### src/rtl/bnn_pkg.sv
// Shared definitions for the binary conv front end: default geometry, FSM states
// and the bit-offset helper used to flatten a KxK window.
package bnn_pkg;

  localparam int unsigned DW_DEF    = 32;
  localparam int unsigned K_DEF     = 5;
  localparam int unsigned MAX_W_DEF = 28;
  localparam int unsigned CW_DEF    = $clog2(MAX_W_DEF + 1);

  typedef enum logic [1:0] {
    IDLE,
    RUN,
    DONE
  } state_t;

  // Bit offset of window element (r,c); r=0 oldest row, c=0 leftmost column.
  function automatic int unsigned win_idx(input int unsigned r, input int unsigned c,
                                          input int unsigned k  = K_DEF,
                                          input int unsigned dw = DW_DEF);
    return (r * k + c) * dw;
  endfunction

endpackage

### src/rtl/line_buf.sv
// Circular single-row delay: output is the pixel written exactly w enables ago.
module line_buf
  import bnn_pkg::*;
#(
  parameter int unsigned DW    = DW_DEF,
  parameter int unsigned MAX_W = MAX_W_DEF,
  parameter int unsigned CW    = $clog2(MAX_W + 1)
) (
  input  logic          clk,
  input  logic          rstn,
  input  logic          clr,
  input  logic          en,
  input  logic [CW-1:0] w,
  input  logic [DW-1:0] din,
  output logic [DW-1:0] dout
);

  logic [DW-1:0] mem [MAX_W];
  logic [CW-1:0] ptr;

  // Read-before-write at the same address gives a delay of w enables.
  assign dout = mem[ptr];

  always_ff @(posedge clk or negedge rstn) begin
    if (!rstn)      ptr <= '0;
    else if (clr)   ptr <= '0;
    else if (en)    ptr <= (ptr == w - 1'b1) ? '0 : ptr + 1'b1;
  end

  always_ff @(posedge clk) begin
    if (en) mem[ptr] <= din;
  end

endmodule

### src/rtl/window_gen.sv
// Raster-stream to KxK sliding window generator with runtime image width,
// stall-tolerant input and per-window coordinates.
module window_gen
  import bnn_pkg::*;
#(
  parameter int unsigned DW    = DW_DEF,
  parameter int unsigned K     = K_DEF,
  parameter int unsigned MAX_W = MAX_W_DEF,
  parameter int unsigned CW    = $clog2(MAX_W + 1)
) (
  input  logic              clk,
  input  logic              rstn,
  input  logic              start,
  input  logic [CW-1:0]     img_w,
  input  logic              din_valid,
  input  logic [DW-1:0]     din,
  output logic [K*K*DW-1:0] win,
  output logic              win_valid,
  output logic [CW-1:0]     win_row,
  output logic [CW-1:0]     win_col,
  output logic              frame_done,
  output logic              busy,
  output logic              cfg_err
);

  state_t        state, state_n;
  logic [CW-1:0] w_q, ic, ir;
  logic          w_ok, start_ok, acc, last_px;

  logic [DW-1:0] win_q   [K][K];
  logic [DW-1:0] col_new [K];
  logic [DW-1:0] lb_in   [K-1];
  logic [DW-1:0] lb_out  [K-1];

  assign w_ok     = (img_w >= CW'(K)) && (img_w <= CW'(MAX_W));
  assign start_ok = (state == IDLE) && start && w_ok;
  assign acc      = (state == RUN) && din_valid;
  assign last_px  = (ir == w_q - 1'b1) && (ic == w_q - 1'b1);

  for (genvar i = 0; i < K - 1; i++) begin : g_lb
    if (i == 0) begin : g_head
      assign lb_in[i] = din;
    end else begin : g_tail
      assign lb_in[i] = lb_out[i-1];
    end
    line_buf #(.DW(DW), .MAX_W(MAX_W), .CW(CW)) u_lb (
      .clk  (clk),
      .rstn (rstn),
      .clr  (start_ok),
      .en   (acc),
      .w    (w_q),
      .din  (lb_in[i]),
      .dout (lb_out[i])
    );
  end

  // Deepest line buffer holds the oldest row, so it feeds row 0.
  always_comb begin
    col_new[K-1] = din;
    for (int unsigned r = 0; r < K - 1; r++) col_new[r] = lb_out[K-2-r];
  end

  always_comb begin
    win = '0;
    for (int unsigned r = 0; r < K; r++)
      for (int unsigned c = 0; c < K; c++)
        win[win_idx(r, c, K, DW) +: DW] = win_q[r][c];
  end

  always_comb begin
    state_n = state;
    case (state)
      IDLE:    if (start_ok) state_n = RUN;
      RUN:     if (acc && last_px) state_n = DONE;
      DONE:    state_n = IDLE;
      default: state_n = IDLE;
    endcase
  end

  always_ff @(posedge clk or negedge rstn) begin
    if (!rstn) begin
      state      <= IDLE;
      w_q        <= '0;
      ic         <= '0;
      ir         <= '0;
      win_valid  <= 1'b0;
      win_row    <= '0;
      win_col    <= '0;
      frame_done <= 1'b0;
      busy       <= 1'b0;
      cfg_err    <= 1'b0;
    end else begin
      state      <= state_n;
      busy       <= (state_n == RUN);
      frame_done <= (state_n == DONE);
      cfg_err    <= (state == IDLE) && start && !w_ok;
      win_valid  <= acc && (ir >= CW'(K-1)) && (ic >= CW'(K-1));
      if (start_ok) begin
        w_q <= img_w;
        ic  <= '0;
        ir  <= '0;
      end else if (acc) begin
        win_row <= ir - CW'(K-1);
        win_col <= ic - CW'(K-1);
        if (ic == w_q - 1'b1) begin
          ic <= '0;
          ir <= ir + 1'b1;
        end else begin
          ic <= ic + 1'b1;
        end
      end
    end
  end

  always_ff @(posedge clk or negedge rstn) begin
    if (!rstn) begin
      for (int unsigned r = 0; r < K; r++)
        for (int unsigned c = 0; c < K; c++) win_q[r][c] <= '0;
    end else if (acc) begin
      for (int unsigned r = 0; r < K; r++) begin
        for (int unsigned c = 0; c < K - 1; c++) win_q[r][c] <= win_q[r][c+1];
        win_q[r][K-1] <= col_new[r];
      end
    end
  end

endmodule
### config.mk
export PLATFORM = sky130hd
export DESIGN_NAME = window_gen
export DESIGN_NICKNAME = d
export VERILOG_FILES = /design/src/rtl/bnn_pkg.sv /design/src/rtl/line_buf.sv /design/src/rtl/window_gen.sv
export SDC_FILE = /design/constraint.sdc
export NUM_CORES = 2
export LEC_CHECK = 0
export CORE_ASPECT_RATIO = 0.9
export CORE_MARGIN = 5
export CORE_UTILIZATION = 25
export DETAILED_ROUTE_END_ITERATION = 10
export DONT_BUFFER_PORTS = 1
export GPL_TIMING_DRIVEN = 1
export PLACE_DENSITY_LB_ADDON = 0.05
export SYNTH_ARGS = -nofsm -noshare
export SYNTH_HDL_FRONTEND = slang
export SYNTH_SLANG_ARGS = --single-unit
### constraint.sdc
create_clock -name clk -period 4.9 [get_ports clk]
set_clock_uncertainty 0.1 [all_clocks]
set_input_delay 1.225 -clock clk [delete_from_list [all_inputs] [get_ports clk]]
set_output_delay 1.225 -clock clk [all_outputs]
set_load 0.01 [all_outputs]
# Word level (Yosys, flattened, before mapping)
# Memory sizes are Yosys's and may differ from the RTL's. A register that Yosys moved wholly into a read port is not among the register bits.
# Index checks and enable logic that the tools add are counted.
[totals]
register_bits = 819
latchBits = 0
ramBits = 3584
rom_bits = 0
output_inout_bits = 814
wordCells = 104
mem_count = 4
[classes]
addsub = 9
n_mul = 0
div = 0
magnitude_cmp = 4
eq_ne = 9
shift = 0
muxes = 23
n_bitwise = 1
n_reduce_logical = 16
[memory_table]
columns = ["memory", "depth", "width", "rd", "rd_clocked_by_memory_dff", "write_ports", "line_no", "source"]
rows = [
  ["g_lb[0].u_lb.mem", 28, 32, 1, 0, 1, "line_buf.sv:18", "logic [DW-1:0] mem [MAX_W];"],
  ["g_lb[1].u_lb.mem", 28, 32, 1, 0, 1, "line_buf.sv:18", ""],
  ["g_lb[2].u_lb.mem", 28, 32, 1, 0, 1, "line_buf.sv:18", ""],
  ["g_lb[3].u_lb.mem", 28, 32, 1, 1, 1, "line_buf.sv:18", ""],
]
[ops]
columns = ["cell", "count"]
rows = [
  ["5-bit two-way mux", 18],
  ["5-bit by 1-bit adder with 5-bit output (second input constant)", 6],
  ["5-bit equality test", 6],
  ["5-bit by 3-bit greater-or-equal comparator with 1-bit output (second input constant)", 3],
  ["5-bit by 3-bit subtractor with 5-bit output (second input constant)", 2],
  ["1-bit logical AND", 9],
  ["5-bit <= comparator (second input constant)", 1],
  ["5-bit by 1-bit subtractor with 5-bit output (second input constant)", 1],
  ["2-bit by 1-bit equality test with 1-bit output (second input constant)", 2],
  ["2-bit two-way mux", 2],
  ["2-bit case mux with 2 select lines", 1],
  ["2-bit AND reduction", 2],
  ["2-bit nonzero test", 2],
  ["2-bit equality test (second input constant)", 1],
  ["1-bit zero test", 2],
  ["2-bit zero test", 1],
  ["1-bit two-way mux", 2],
  ["1-bit NOT", 1],
]

# Depth between registers and ports, before layout
[depth]
word_depth = 7
ltp_mapped = 12

# By module
# From an unflattened synthesis, not the netlist that was laid out.
[unflattened]
hier_cells = 9589
hier_area_um2 = 170478.5
[modules_own_cells]
columns = ["module", "instances", "cells_per_inst", "area_each_um2", "seq_area_each_um2"]
rows = [
  ["line_buf (g_lb[1].u_lb ...)", 3, 1508, 34707.0, 27030.9],
  ["line_buf (g_lb[0].u_lb)", 1, 1507, 34679.5, 27030.9],
  ["window_gen", 1, 3558, 31677.9, 20794.9],
]

# Worst setup path after synthesis
# Ideal clock, no wire load.
[synth_path]
path_kind = "input port to flip-flop"
startpoint = "in din_valid"
endpoint = "mem g_lb[1].u_lb.mem[10][0] in the netlist's numbering, enable pin"
setup_time_ps = 461
t_arrival_ps = 4399
required_time_ps = 4339
path_slack_ps = -60
path_stages = 6
path_cell_list = "and2_1 buf_2 clkbuf_1 clkbuf_1 nand2_1 nor3_1"
[synth_between]
elab_chain_cells = 3
[synth_rtl]
columns = ["item", "line_no", "source"]
rows = [
  ["start, declared", "window_gen.sv:15", "input logic din_valid,"],
  ["1-bit logical AND", "window_gen.sv:37", "assign acc = (state == RUN) && din_valid;"],
  ["1-bit two-way mux", "line_buf.sv:31", "if (en) mem[ptr] <= din;"],
  ["1-bit two-way mux (implied by the code)", "line_buf.sv:31", ""],
  ["end, declared", "line_buf.sv:18", ""],
]
# No other way between the ends.

==> metrics.csv <==
metric;value;unit
result of the run;completed;
via count of the first global-routing pass;95000;
Slew headroom;0.115;
wire length of the first global-routing pass;887000;um
Critical Setup Path Class;reg2reg;
synthesized netlist net count;9902;
area delta synth->final;19.1;%
EDFF count, synth;3584;
clock tree from TritonCTS;done;
number of remaining DRC errors;0;
clock-pin slew reported for the worst setup and hold paths after clock tree synthesis;60;ps
DR pass1 iterations;7;
Max-cap violations;0;
number of antenna violations at the first check in global routing;56;
fraction of layout cells with a size suffix above 1;0.213;
number of placement rows;286;
unrepaired setup endpoints after global routing;false;
height of the die;791;um
Crit. End Element;register;
Core Box Area;675000;um^2
worst ir drop on vdd;0.000663;V
async set-or-reset flop fraction in the synthesized netlist;0.192;
total routing resource utilization after global routing;0.185;
final instance count without filler cells;19700;
multiplexer share of the synthesized area;0.124;
kind of start point of the critical path;register;
top cells by area in the synthesized netlist;sky130_fd_sc_hd__edfxtp_1, sky130_fd_sc_hd__dfrtp_1, sky130_fd_sc_hd__mux4_2;
number of buffer cells added on primary ports;0;
number of buffers on the longest clock path;4;
number of instances in the synthesized netlist;9834;
sum of negative setup slack;0;ps
worst hold slack;152;ps
vias per cell;4.64;
number of sinks handled by clock tree synthesis;4435;
Congestion Overflow GR;0;
fraction of the mapped netlist area in compound gates;0.0285;
maximum fanout encountered on the critical timing path;29;
crit path DAT;4950;ps
DP Wirelength;433000;um
Synthesis Warnings;0;
initial cell density of the core;0.251;
post-route fraction of the period consumed by the critical path;0.841;
post-layout min period;4120;ps
Layout fillers;66400;
Setup Buffers After CTS;0;
DRT Wirelength;659000;um
clock latency on the worst-skew pair;1070;ps
GPL Wtd Cong;0.878;
kind of path behind the tightest hold check;in2reg;
Hold Vio Cnt, Final;0;
number of routed nets with antenna violations;0;
maximum achievable frequency;243;MHz
Data required, critical path;5730;ps
number of buffers added by the clock tree synthesis step;543;
total power;151;mW
slew of the pin with the lowest slew margin;1330;ps
Primary FF master, synth;sky130_fd_sc_hd__edfxtp_1;
instance count after placement with tap cells included;18700;
Final Util;0.299;
synthesized area;169000;um^2
average cell area after synthesis;17.2;um^2
area share of the largest cell type after synthesis;0.635;
PwrDens;750;nW/um^2
total area of multi-input combinational cells;39400;um^2
biggest area consumer among synthesized cells;sky130_fd_sc_hd__edfxtp_1;
average wire per cell in the routed design;33.4;um
cell at the root of the clock tree;sky130_fd_sc_hd__clkbuf_16;
Max Transition Viols Final;0;
Die Width;878;um
number of library cell types mapped by synthesis;64;
pin count of the biggest net entering global routing;202;
Synth Area in Adders;0.00199;
nets;10400;
fraction of synthesized cell area in xor and xnor cells;0.00147;
number of primary I/O pins;855;
number of flip-flops and latches in the synthesized netlist;4435;
routed via count;91700;
total number of H-tree levels;6;
Setup-failing EPs final;0;
DRC marker count from the first detailed-route iteration;6827;
floorplan die area;694000;um^2
simple-gate share of the synthesized area;0.0678;
area occupied by registers;129000;um^2
combinational family with the most area after synthesis;multiplexers;
Leakage;70.0;nW
sequential-to-total area share from yosys stat;0.761;
sequential cells by signal (all words and copies together) (netlist names), 5 cells and up:
signal and count:
g_lb.u_lb.mem 3584, win 800, ir 5, g_lb.u_lb.ptr 20, win_row 5, ic 5, w_q 5, win_col 5
where the power goes:
group	switching (mW)	internal, mW
sequential	9.63	55.5
combinational	33.5	14.2
clock	16.2	22.5
total	59.3	92.1
per-stage QoR:
stage                     worst slack [ps]  area (um^2)
after floorplan                        720       169000
after global placement                 730       185000
after detailed placement               700       185000
after CTS                              697       202000
after global routing                   656       202000
final                                  780       202000
what timing repair did:
action                                 4_1_cts  5_1_grt
setup endpoints to repair                    0        0
resized for setup                            0        0
hold buffers                                 2        1
endpoints found under the hold margin       83       15
critical path: stages (launching register included):
cell and delay, ps:
sky130_fd_sc_hd__dfrtp_4 740, sky130_fd_sc_hd__buf_12 310, sky130_fd_sc_hd__nor2_2 700, sky130_fd_sc_hd__buf_4 430
sky130_fd_sc_hd__a22oi_1 150, sky130_fd_sc_hd__nand3_1 200, sky130_fd_sc_hd__nand4_1 400, sky130_fd_sc_hd__buf_4 400
sky130_fd_sc_hd__nor2_1 210, sky130_fd_sc_hd__buf_4 130, sky130_fd_sc_hd__nor2_1 40
path summary, 6_finish.rpt:
| check | start | slack, ps | end | cells past startpoint |
|---|---|---|---|---|
| setup / recovery | g_lb[1].u_lb.ptr[0] | 780 | win[459] | 10 |
| hold / removal | din[24] | 150 | g_lb[0].u_lb.mem[26][24] | 0 |
| setup reg to reg | g_lb[1].u_lb.ptr[0] | 780 | win[459] | 10 |
| hold reg to reg | w_q[4] | 410 | w_q[4] | 1 |
| max in group asynchronous | rstn | 1300 | win[785] | 5 |
| min in group asynchronous | rstn | 660 | win[4] | 2 |
cells in the final DEF, fill, tap and decap left out, drive strengths merged, types with 9 or more instances in the layout:
| cell | netlist | routed |
|---|---|---|
| a221oi | 25 | 25 |
| o22a | 12 | 12 |
| mux4 | 714 | 714 |
| nand4 | 42 | 42 |
| nor3 | 18 | 18 |
| and3 | 19 | 19 |
| dfrtp | 851 | 851 |
| ha | 27 | 27 |
| mux2 | 95 | 95 |
| o22ai | 20 | 20 |
| o21ai | 122 | 122 |
| a22o | 75 | 75 |
| a222oi | 11 | 11 |
| and2 | 40 | 40 |
| a31oi | 42 | 42 |
| clkinv | 0 | 145 |
| a21oi | 86 | 86 |
| nand2b | 22 | 22 |
| clkbuf | 345 | 775 |
| bufinv | 0 | 18 |
| buf | 204 | 510 |
| nor2 | 217 | 217 |
| nand3b | 25 | 25 |
| edfxtp | 3584 | 3584 |
| clkinvlp | 0 | 9 |
| nand3 | 108 | 108 |
| xor2 | 13 | 13 |
| a221o | 24 | 24 |
| inv | 34 | 62 |
| diode | 0 | 37 |
| nor3b | 9 | 9 |
| xnor2 | 12 | 12 |
| a22oi | 195 | 195 |
| nor2b | 22 | 22 |
| nand2 | 2357 | 2357 |
| mux2i | 394 | 394 |
synth_stat cells, types with 27 or more instances:
library cell               count
sky130_fd_sc_hd__a22o_1       75
sky130_fd_sc_hd__buf_2       114
sky130_fd_sc_hd__nand4_1      42
sky130_fd_sc_hd__nand3_1     108
sky130_fd_sc_hd__dfrtp_1     851
sky130_fd_sc_hd__mux4_2      714
sky130_fd_sc_hd__mux2_2       95
sky130_fd_sc_hd__a31oi_1      42
sky130_fd_sc_hd__ha_1         27
sky130_fd_sc_hd__a21oi_1      86
sky130_fd_sc_hd__and2_1       39
sky130_fd_sc_hd__o21ai_0      97
sky130_fd_sc_hd__nor2_1      217
sky130_fd_sc_hd__nand2_1    2357
sky130_fd_sc_hd__a22oi_1     195
sky130_fd_sc_hd__clkbuf_1    345
sky130_fd_sc_hd__edfxtp_1   3584
sky130_fd_sc_hd__inv_1        32
sky130_fd_sc_hd__buf_1        49
sky130_fd_sc_hd__mux2i_1     394
cell type report:
type                            instances  area share
Antenna cell                           37    0.000459
Clock inverter                        200     0.00869
Clock buffer                          775      0.0749
Sequential cell                      4435       0.639
Inverter                               34    0.000632
Multi-Input combinational cell       4816       0.195
Timing Repair Buffer                  512      0.0260
Tap cell                             8928      0.0553
kinds of logic after synthesis:
logic type | count (synthesis)
compound gates | 677
xor+xnor | 26
fa+ha+maj | 27
buf+inv | 583
flops | 4435
mux | 1203
simple gates | 2883
per-layer routing:
layer  global-route usage  up-vias  part of all wire
met1                0.244    50000              0.43
met5                    0        -                 0
li1                     -    38700                 -
met2                0.316     2288              0.49
met3               0.0365      687             0.054
met4               0.0376        0             0.022
Note: power is estimated with default switching activity, not from simulation.
